### src/rtl/input_arbiter.sv
`default_nettype none
// ============================================================================
//  Module      : input_arbiter
//  Description : Owns the player-input path into the game core. Selects
//                between the gamepad and the AI button source, auto-restarts
//                the game a fixed number of frames after a crash while the AI
//                is in control, and shapes AI jumps to a bounded hold length.
//  Revision    : 1.0 - initial release
// ----------------------------------------------------------------------------
//  Ports
//    clk                 in   system clock
//    rst                 in   asynchronous reset, active-high
//    frame_tick          in   one-cycle pulse per game frame
//    gamepad_is_present  in   gamepad attached
//    gamepad_start/up/down in raw gamepad buttons
//    ai_up               in   AI jump request (level)
//    ai_down             in   AI duck request (level)
//    crash               in   game-over level from the game core
//    button_start        out  start to game core (registered)
//    button_up           out  jump to game core (registered)
//    button_down         out  duck to game core (registered)
//    owner_pad           out  1 while the gamepad owns the input path
//    restart_pending     out  1 while an automatic restart is counting down
// ============================================================================
module input_arbiter #(
    parameter int IDLE_TIMEOUT  = 180,
    parameter int RESTART_DELAY = 60,
    parameter int MIN_JUMP      = 4,
    parameter int MAX_JUMP      = 20,
    parameter int CNT_W         = 8
) (
    input  logic clk,
    input  logic rst,
    input  logic frame_tick,
    input  logic gamepad_is_present,
    input  logic gamepad_start,
    input  logic gamepad_up,
    input  logic gamepad_down,
    input  logic ai_up,
    input  logic ai_down,
    input  logic crash,
    output logic button_start,
    output logic button_up,
    output logic button_down,
    output logic owner_pad,
    output logic restart_pending
);

    typedef enum logic [1:0] {
        ST_AI      = 2'd0,
        ST_PAD     = 2'd1,
        ST_RESTART = 2'd2
    } state_t;

    localparam logic [CNT_W-1:0] c_IDLE_TIMEOUT  = CNT_W'(IDLE_TIMEOUT);
    localparam logic [CNT_W-1:0] c_RESTART_DELAY = CNT_W'(RESTART_DELAY);
    localparam logic [CNT_W-1:0] c_MIN_JUMP      = CNT_W'(MIN_JUMP);
    localparam logic [CNT_W-1:0] c_MAX_JUMP      = CNT_W'(MAX_JUMP);
    localparam logic [CNT_W-1:0] c_CNT_MAX       = {CNT_W{1'b1}};
    localparam logic [CNT_W-1:0] c_ONE           = CNT_W'(1);
    localparam logic [CNT_W-1:0] c_ZERO          = {CNT_W{1'b0}};

    state_t           r_state;
    state_t           w_state_nxt;
    logic [CNT_W-1:0] r_jcnt;
    logic [CNT_W-1:0] w_jcnt_nxt;
    logic [CNT_W-1:0] r_rcnt;
    logic [CNT_W-1:0] w_rcnt_nxt;
    logic [CNT_W-1:0] r_icnt;
    logic [CNT_W-1:0] w_icnt_nxt;
    logic             r_armed;
    logic             w_armed_nxt;
    logic             r_ai_up_q;
    logic             w_start_nxt;
    logic             w_up_nxt;
    logic             w_down_nxt;

    logic             w_pad_act;
    logic             w_ai_rise;
    logic [CNT_W-1:0] w_jcnt_step;
    logic [CNT_W-1:0] w_icnt_step;
    logic [CNT_W-1:0] w_rcnt_step;

    // Any press on an attached pad counts as player activity.
    assign w_pad_act = gamepad_is_present & (gamepad_start | gamepad_up | gamepad_down);

    // The edge detector tracks ai_up in every state, so a request held
    // across a RESTART or PAD episode does not count as a fresh jump.
    assign w_ai_rise = ai_up & ~r_ai_up_q;

    // Frame counters advance on frame_tick and saturate.
    assign w_jcnt_step = (frame_tick && (r_jcnt != c_CNT_MAX)) ? (r_jcnt + c_ONE) : r_jcnt;
    assign w_icnt_step = (frame_tick && (r_icnt != c_CNT_MAX)) ? (r_icnt + c_ONE) : r_icnt;
    assign w_rcnt_step = frame_tick ? (r_rcnt - c_ONE) : r_rcnt;

    always_comb begin
        w_state_nxt = r_state;
        w_jcnt_nxt  = r_jcnt;
        w_rcnt_nxt  = r_rcnt;
        w_icnt_nxt  = r_icnt;
        w_armed_nxt = r_armed;
        w_start_nxt = 1'b0;
        w_up_nxt    = 1'b0;
        w_down_nxt  = 1'b0;

        case (r_state)
            ST_AI: begin
                if (w_pad_act) begin
                    // Takeover beats a simultaneous crash; the pad is
                    // mirrored already in the takeover cycle.
                    w_state_nxt = ST_PAD;
                    w_icnt_nxt  = c_ZERO;
                    w_armed_nxt = 1'b0;
                    w_jcnt_nxt  = c_ZERO;
                    w_start_nxt = gamepad_start;
                    w_up_nxt    = gamepad_up;
                    w_down_nxt  = gamepad_down & ~gamepad_up;
                end else if (crash) begin
                    w_state_nxt = ST_RESTART;
                    w_rcnt_nxt  = c_RESTART_DELAY;
                    w_armed_nxt = 1'b0;
                    w_jcnt_nxt  = c_ZERO;
                end else begin
                    if (!r_armed && w_ai_rise) begin
                        w_armed_nxt = 1'b1;
                        w_jcnt_nxt  = c_ZERO;
                        w_up_nxt    = 1'b1;
                    end else if (r_armed) begin
                        // Hold at least MIN_JUMP frames; extend while the
                        // AI keeps asking, but never past MAX_JUMP frames.
                        w_jcnt_nxt  = w_jcnt_step;
                        w_up_nxt    = (w_jcnt_step < c_MIN_JUMP) |
                                      (ai_up & (w_jcnt_step < c_MAX_JUMP));
                        // Disarm when the jump ends; a new jump then
                        // requires a fresh rising edge of ai_up.
                        w_armed_nxt = w_up_nxt;
                    end
                    w_down_nxt = ai_down & ~w_up_nxt;
                end
            end

            ST_PAD: begin
                if (!gamepad_is_present) begin
                    w_state_nxt = ST_AI;
                end else if (w_pad_act) begin
                    w_icnt_nxt  = c_ZERO;
                    w_start_nxt = gamepad_start;
                    w_up_nxt    = gamepad_up;
                    w_down_nxt  = gamepad_down & ~gamepad_up;
                end else if (r_icnt == c_IDLE_TIMEOUT) begin
                    w_state_nxt = ST_AI;
                end else begin
                    // No press here means every gamepad button is low, so
                    // the mirrored outputs are already all zero.
                    w_icnt_nxt = w_icnt_step;
                end
            end

            ST_RESTART: begin
                if (w_pad_act) begin
                    w_state_nxt = ST_PAD;
                    w_icnt_nxt  = c_ZERO;
                    w_start_nxt = gamepad_start;
                    w_up_nxt    = gamepad_up;
                    w_down_nxt  = gamepad_down & ~gamepad_up;
                end else if (r_rcnt == c_ZERO) begin
                    w_start_nxt = 1'b1;
                    w_state_nxt = ST_AI;
                end else begin
                    w_rcnt_nxt = w_rcnt_step;
                end
            end

            default: begin
                w_state_nxt = ST_AI;
            end
        endcase
    end

    always_ff @(posedge clk or posedge rst) begin
        if (rst) begin
            r_state         <= ST_AI;
            r_jcnt          <= c_ZERO;
            r_rcnt          <= c_ZERO;
            r_icnt          <= c_ZERO;
            r_armed         <= 1'b0;
            r_ai_up_q       <= 1'b0;
            button_start    <= 1'b0;
            button_up       <= 1'b0;
            button_down     <= 1'b0;
            owner_pad       <= 1'b0;
            restart_pending <= 1'b0;
        end else begin
            r_state         <= w_state_nxt;
            r_jcnt          <= w_jcnt_nxt;
            r_rcnt          <= w_rcnt_nxt;
            r_icnt          <= w_icnt_nxt;
            r_armed         <= w_armed_nxt;
            r_ai_up_q       <= ai_up;
            button_start    <= w_start_nxt;
            button_up       <= w_up_nxt;
            button_down     <= w_down_nxt;
            owner_pad       <= (w_state_nxt == ST_PAD);
            restart_pending <= (w_state_nxt == ST_RESTART);
        end
    end

endmodule
`default_nettype wire
### config.mk
export PLATFORM = sky130hd
export DESIGN_NAME = input_arbiter
export DESIGN_NICKNAME = d
export VERILOG_FILES = /design/src/rtl/input_arbiter.sv
export SDC_FILE = /design/constraint.sdc
export NUM_CORES = 1
export LEC_CHECK = 0
export CAP_MARGIN = 10
export CORE_MARGIN = 2
export CORE_UTILIZATION = 62
export CTS_CLUSTER_DIAMETER = 150
export DETAILED_ROUTE_END_ITERATION = 16
export MAX_ROUTING_LAYER = met4
export PLACE_DENSITY = 0.87
export SLEW_MARGIN = 10
export SYNTH_ARGS = -nofsm -noshare
export SYNTH_HDL_FRONTEND = slang
export SYNTH_SLANG_ARGS = --single-unit
### constraint.sdc
create_clock -name clk -period 3 [get_ports clk]
set_input_delay 0.6 -clock clk [delete_from_list [all_inputs] [get_ports clk]]
set_output_delay 0.6 -clock clk [all_outputs]
set_load 0.005 [all_outputs]
# Yosys cells after proc, flatten, opt, wreduce, memory -nomap -nowiden
# Index checks and enable logic that the tools add are counted.
classes:
  reduce_logical: 13
  eq_ne: 16
  bitwise_logic: 11
  n_mux: 47
  n_addsub: 3
  n_lt_le_gt_ge: 2
op_table:
  columns: ["op", "n"]
  rows:
  - ["two-way mux 8 bit", 15]
  - ["case mux 8 bit (2 select lines)", 2]
  - ["two-way mux 1 bit", 19]
  - ["adder 8 x 1 -> 8 bit, second input constant", 2]
  - ["!= test 8 bit, second input constant", 2]
  - ["two-way mux 2 bit", 7]
  - ["!= test 2 bit, second input constant", 6]
  - ["case mux 1 bit (3 select lines)", 3]
  - ["equality test 8 bit, second input constant", 1]
  - ["zero test 8 bit", 1]
  - ["less-than comparator 8 x 3 -> 1 bit, second input constant", 1]
  - ["less-than comparator 8 x 5 -> 1 bit, second input constant", 1]
  - ["subtractor 8 x 1 -> 8 bit, second input constant", 1]
  - ["!= test 3 bit, second input constant", 2]
  - ["case mux 2 bit (3 select lines)", 1]
  - ["AND reduction 6 bit", 1]
  - ["bitwise AND 1 bit", 5]
  - ["AND reduction 5 bit", 1]
  - ["equality test 2 x 1 -> 1 bit, second input constant", 2]
  - ["equality test 2 bit, second input constant", 2]
  - ["nonzero test 2 bit", 2]
  - ["nonzero test 4 bit", 1]
  - ["logical AND 1 bit", 3]
  - ["NOT 1 bit", 3]
  - ["6 further kinds", 8]
word_totals:
  regBits: 33
  input_bits: 10
  word_cells: 103
  out_inout_bits: 5

# Logic depth before layout (Yosys ltp)
logic_depth:
  ltp_word: 16
  ltp_mapped: 7
  ltp_nobuf: 7

# Least setup slack after synthesis
# OpenSTA, ideal clock, no wires.
synth_timing:
  path_type: "input to register"
  startpoint: "in frame_tick"
  endpoint: "reg button_down"
  required_ns: 2.869
  n_path_buf: 1
  arrival_time_ns: 1.798
  slack_ns: 1.071
  path_stages: 6
  path_cell_list: "clkbuf_2 nand3_1 a2111oi_0 a311o_1 nor3_1 or3_1"
synth_via:
  elab_chain_len: 15
synth_lines:
  columns: ["item", "line", "rtl"]
  rows:
  - ["from (decl)", "34", "input logic frame_tick,"]
  - ["logical AND 1 bit (*)", "92", "assign w_jcnt_step = (frame_tick && (r_jcnt != c_CNT_MAX)) ? (r_jcnt + c_ONE) : r_jcnt;"]
  - ["two-way mux 8 bit (*)", "92", null]
  - ["less-than comparator 8 x 5 -> 1 bit", "133", "(ai_up & (w_jcnt_step < c_MAX_JUMP));"]
  - ["bitwise AND 1 bit", "133", null]
  - ["bitwise OR 1 bit (*)", "132", "w_up_nxt = (w_jcnt_step < c_MIN_JUMP) |"]
  - ["two-way mux 1 bit (*)", "128", "end else if (r_armed) begin"]
  - ["two-way mux 1 bit (*)", "124", "if (!r_armed && w_ai_rise) begin"]
  - ["two-way mux 1 bit (*)", "118", "end else if (crash) begin"]
  - ["two-way mux 1 bit (*)", "108", "if (w_pad_act) begin"]
  - ["two-way mux 1 bit (*)", "106", "case (r_state)"]
  - ["NOT 1 bit (*)", "138", "w_down_nxt = ai_down & ~w_up_nxt;"]
  - ["bitwise AND 1 bit (*)", "138", null]
  - ["two-way mux 1 bit (*)", "118", null]
  - ["two-way mux 1 bit (*)", "108", null]
  - ["case mux 1 bit (3 select lines) (*)", "106", null]
  - ["named net w_down_nxt", "76", "logic w_down_nxt;"]
  - ["to (signal assigned)", "202", "button_down <= w_down_nxt;"]
  - ["to (decl)", "44", "output logic button_down,"]
# Mark *: on every way through the listed nets, which the timed path passes. The rest lies on a longest branch. The select of a mux whose other input is x is not followed.
# A chain may end at the register's enable or synchronous reset.

# Worst setup path in the final report
layout_timing:
  startpoint: "in gamepad_start"
  endpoint: "reg r_jcnt[2]"
layout_via:
  elab_chain_len: 5
layout_lines:
  columns: ["item", "line", "rtl"]
  rows:
  - ["from (decl)", "36", "input logic gamepad_start,"]
  - ["bitwise OR 1 bit (*) (2 in series)", "85", "assign w_pad_act = gamepad_is_present & (gamepad_start | gamepad_up | gamepad_down);"]
  - ["bitwise AND 1 bit (*)", "85", null]
  - ["nonzero test 4 bit (no source line)", null, null]
  - ["AND reduction 2 bit (no source line)", null, null]
  - ["to (signal assigned)", "183", "r_jcnt <= c_ZERO;"]
  - ["to (signal assigned)", "195", "r_jcnt <= w_jcnt_nxt;"]
  - ["to (decl)", "65", "logic [CNT_W-1:0] r_jcnt;"]
# Every way passes the cells marked *; elsewhere a longest branch is shown, timed or not.

==> results.tsv <==
stage	metric	value	unit
outcome	status	finished, final reports clean	
clock_network	insertion_delay	0.35	ns
placement	placement.cell_area	0.00219	mm^2
critical_path	critPathKind	input port to register	
critical_path	start_kind	input port	
global_route	grtUsageMet2	0.468	
die	ios	15	
pwr	comb_power_share	0.288	
synth	ys_seq_area_frac	0.409	
sta	hold_ws	0.491	ns
die	fp.dieArea	0.00373	mm^2
global_route	grtUsageMet3	0.0861	
synth	ys_async_sr_fraction	1.00	
routing	drcViolationCount	0	
critical_path	path_cells	clkdlybuf4s50_1, o31a_1, nor4_1, and2_1, a21oi_1, a21oi_1	
die	core	0.00308	mm^2
synth	yosysUniqueCellTypes	53	
pwr	pwr-share-clk	0.268	
critical_path	path_common_cell	a21oi_1	
finish	fin_area	0.00227	mm^2
clock_network	hold_buffers	0	
synth	syn_area	0.00202	mm^2
clock_network	cts_made_buffers	5	
pwr	ir_drop	0.399	mV
die	initial_utilization	0.655	
die	die_y	61.0	um
routing	routedWlPerCell	17.0	um
sta	fin_crit	2.35	ns
sta	relSlewSlack	0.652	
routing	num_vias	1830	
finish	n_antenna_cell	0	
synth	synthTopCellsByArea	dfrtp_1, o211ai_1, o21ai_0	
sta	setup_violations	0	
pwr	seqPwrFrac	0.444	
worst_hold_path	hold_path_class	register to register	
sta	skew	0.0157	ns
die	dieWidth	61.0	um
synth	syn_inst	218	
pwr	swShare	0.342	
sta	rsz0062_at_grt	false	
routing	ant_nets	0	
pwr	p_per_area	578	mW/mm^2
finish	area_delta_synth_final	12.8	%
sta	period_share	0.782	
global_route	grt_pass1_vias	1756	
clock_network	htree_levels	2	
global_route	grt_pass1_wl	8030	um
global_route	antenna_found_initial	0	
critical_path	slowest_stage	o31a_1	
synth	synth_fp_nets	232	
sta	tightest_slew	0.522	ns
routing	drt_iter0_drc	173	
sta	fmax	426	MHz
placement	place.gp.congestion	0.953	
flow_run	drv_cap	0	
synth	synth-edff-count	0	
finish	nets	247	
pwr	internal_power	866	uW
finish	drive_gt1_frac	0.0812	
global_route	busiest_layer	met2	
synth	synth_top_area_frac	0.409	
clock_network	cts_sinks	33	
global_route	gr-usage-all-layers	0.305	
critical_path	arrival	2.63	ns
synth	yosys_register_bits	33	
sta	finalSetupTns	0	ns
pwr	p_total	1320	uW
global_route	grt_max_degree	34	
clock_network	cts_root_buf	clkbuf_4	
synth	yosysMostFrequentCell	dfrtp_1	
clock_network	cts_resized	0	
global_route	overflow	0	
clock_network	cts_max_path_buffers	2	
clock_network	cts_tree	built	
sta	slew_violations	0	
clock_network	path_clk_slew	0.10	ns
critical_path	crit_path_end_kind	register	
critical_path	slowest_delay	0.48	ns
global_route	grt_util_met1	0.381	
synth	synth_area_per_cell	9.25	um^2
synth	synthTopCellsByCount	dfrtp_1, o21ai_0, a21oi_1, nand2_1, nor2_1	
critical_path	crit_fanout	13	
placement	hpwl	3430	um
die	rows	20	
synth	synth_ff_type	dfrtp_1	
synth	ys_warn_count	0	
pwr	leakagePower	0.000945	uW
pwr	switchingPower	449	uW
critical_path	required	3.28	ns
routing	dr.pass1.iters	4	
critical_path	reg2reg_slack	0.88	ns
routing	wl	4720	um
clock_network	post_cts_buffers	0	
routing	vias_per_cell	6.58	
synth	yosysTopAreaCell	dfrtp_1	
sta	finalHoldViolations	0	
placement	io_buffers	14	
[final cells by class]
class,count,area [um^2]
Multi-Input combinational cell,168,1120
Timing Repair Buffer,17,163
Fill cell,234,803
Inverter,8,30.0
Clock buffer,7,55.1
Clock inverter,1,30.0
Sequential cell,33,826
Tap cell,44,55.1
[worst paths after layout]
path,start,endpoint,depth (start not counted)
worst max register to register,r_jcnt[1]$_DFFE_PP0P_,button_down$_DFF_PP0_,6
max in group asynchronous,rst,r_icnt[5]$_DFFE_PP0P_,3
worst min register to register,r_icnt[7]$_DFFE_PP0P_,r_icnt[7]$_DFFE_PP0P_,1
worst min-delay path,r_icnt[7]$_DFFE_PP0P_,r_icnt[7]$_DFFE_PP0P_,1
min in group asynchronous,rst,r_rcnt[0]$_DFFE_PP0P_,3
worst max-delay path,gamepad_start,r_jcnt[2]$_DFFE_PP0P_,6
[registers in the layout, summed over array words and instances, names as in the netlist]
register and count:
r_rcnt 8, r_jcnt 8, r_armed 1, restart_pending 1
button_start 1, r_ai_up_q 1, r_state 2, r_icnt 8
owner_pad 1, button_up 1, button_down 1
[layer usage]
metal,part of all wire,wire length (um),vias to the layer above
li1,-,-,868
met1,0.43,2050,882
met2,0.49,2310,70
met3,0.057,271,10
met4,0.019,91,0
met5,0,0,-
[through the flow]
stage | utilization | worst slack [ns] | cells
after detailed placement | 0.711 | 0.324 | 270
after global placement | 0.711 | 0.365 | 270
after global routing | 0.739 | 0.524 | 278
after CTS | 0.739 | 0.691 | 278
after floorplan | - | 1.07 | 218
final | 0.739 | 0.653 | 278
[critical path, delay by kind of cell]
| family | cells | cell delay, ns |
|---|---|---|
| buf+inv | 1 | 0.46 |
| compound gates | 3 | 0.75 |
| simple gates | 2 | 0.81 |
[cells by family after synthesis]
logic type / after synthesis / synth area share
AO/OA/AOI/OAI: 72 / 0.257
XOR/XNOR: 6 / 0.0261
adder cells (fa/ha/maj): 4 / 0.0248
buffers and inverters: 17 / 0.0372
flip-flops: 33 / 0.409
multiplexers: 4 / 0.0205
AND/OR/NAND/NOR: 82 / 0.225
[placed cells by master, fill, tap and decap left out, drive strengths merged, types with 5 or more instances in the layout]
cell	n
nand2	13
and2	5
nor3	6
nor2	13
xor2	6
clkdlybuf4s50	14
dfrtp	33
clkbuf	7
and3	7
o21ai	15
nand4	5
a21oi	13
inv	8
o211ai	10
o31ai	7
nand3	12
[power groups by stage]
stage | combinational, uW | sequential (uW) | clock (uW)
2_1_floorplan | 273 | 563 | 0
3_3_place_gp | 351 | 583 | 0
3_5_place_dp | 372 | 593 | 0
4_1_cts | 376 | 584 | 359
5_1_grt | 425 | 593 | 380
6_report | 379 | 584 | 353
(Power assumes the default switching activity.)
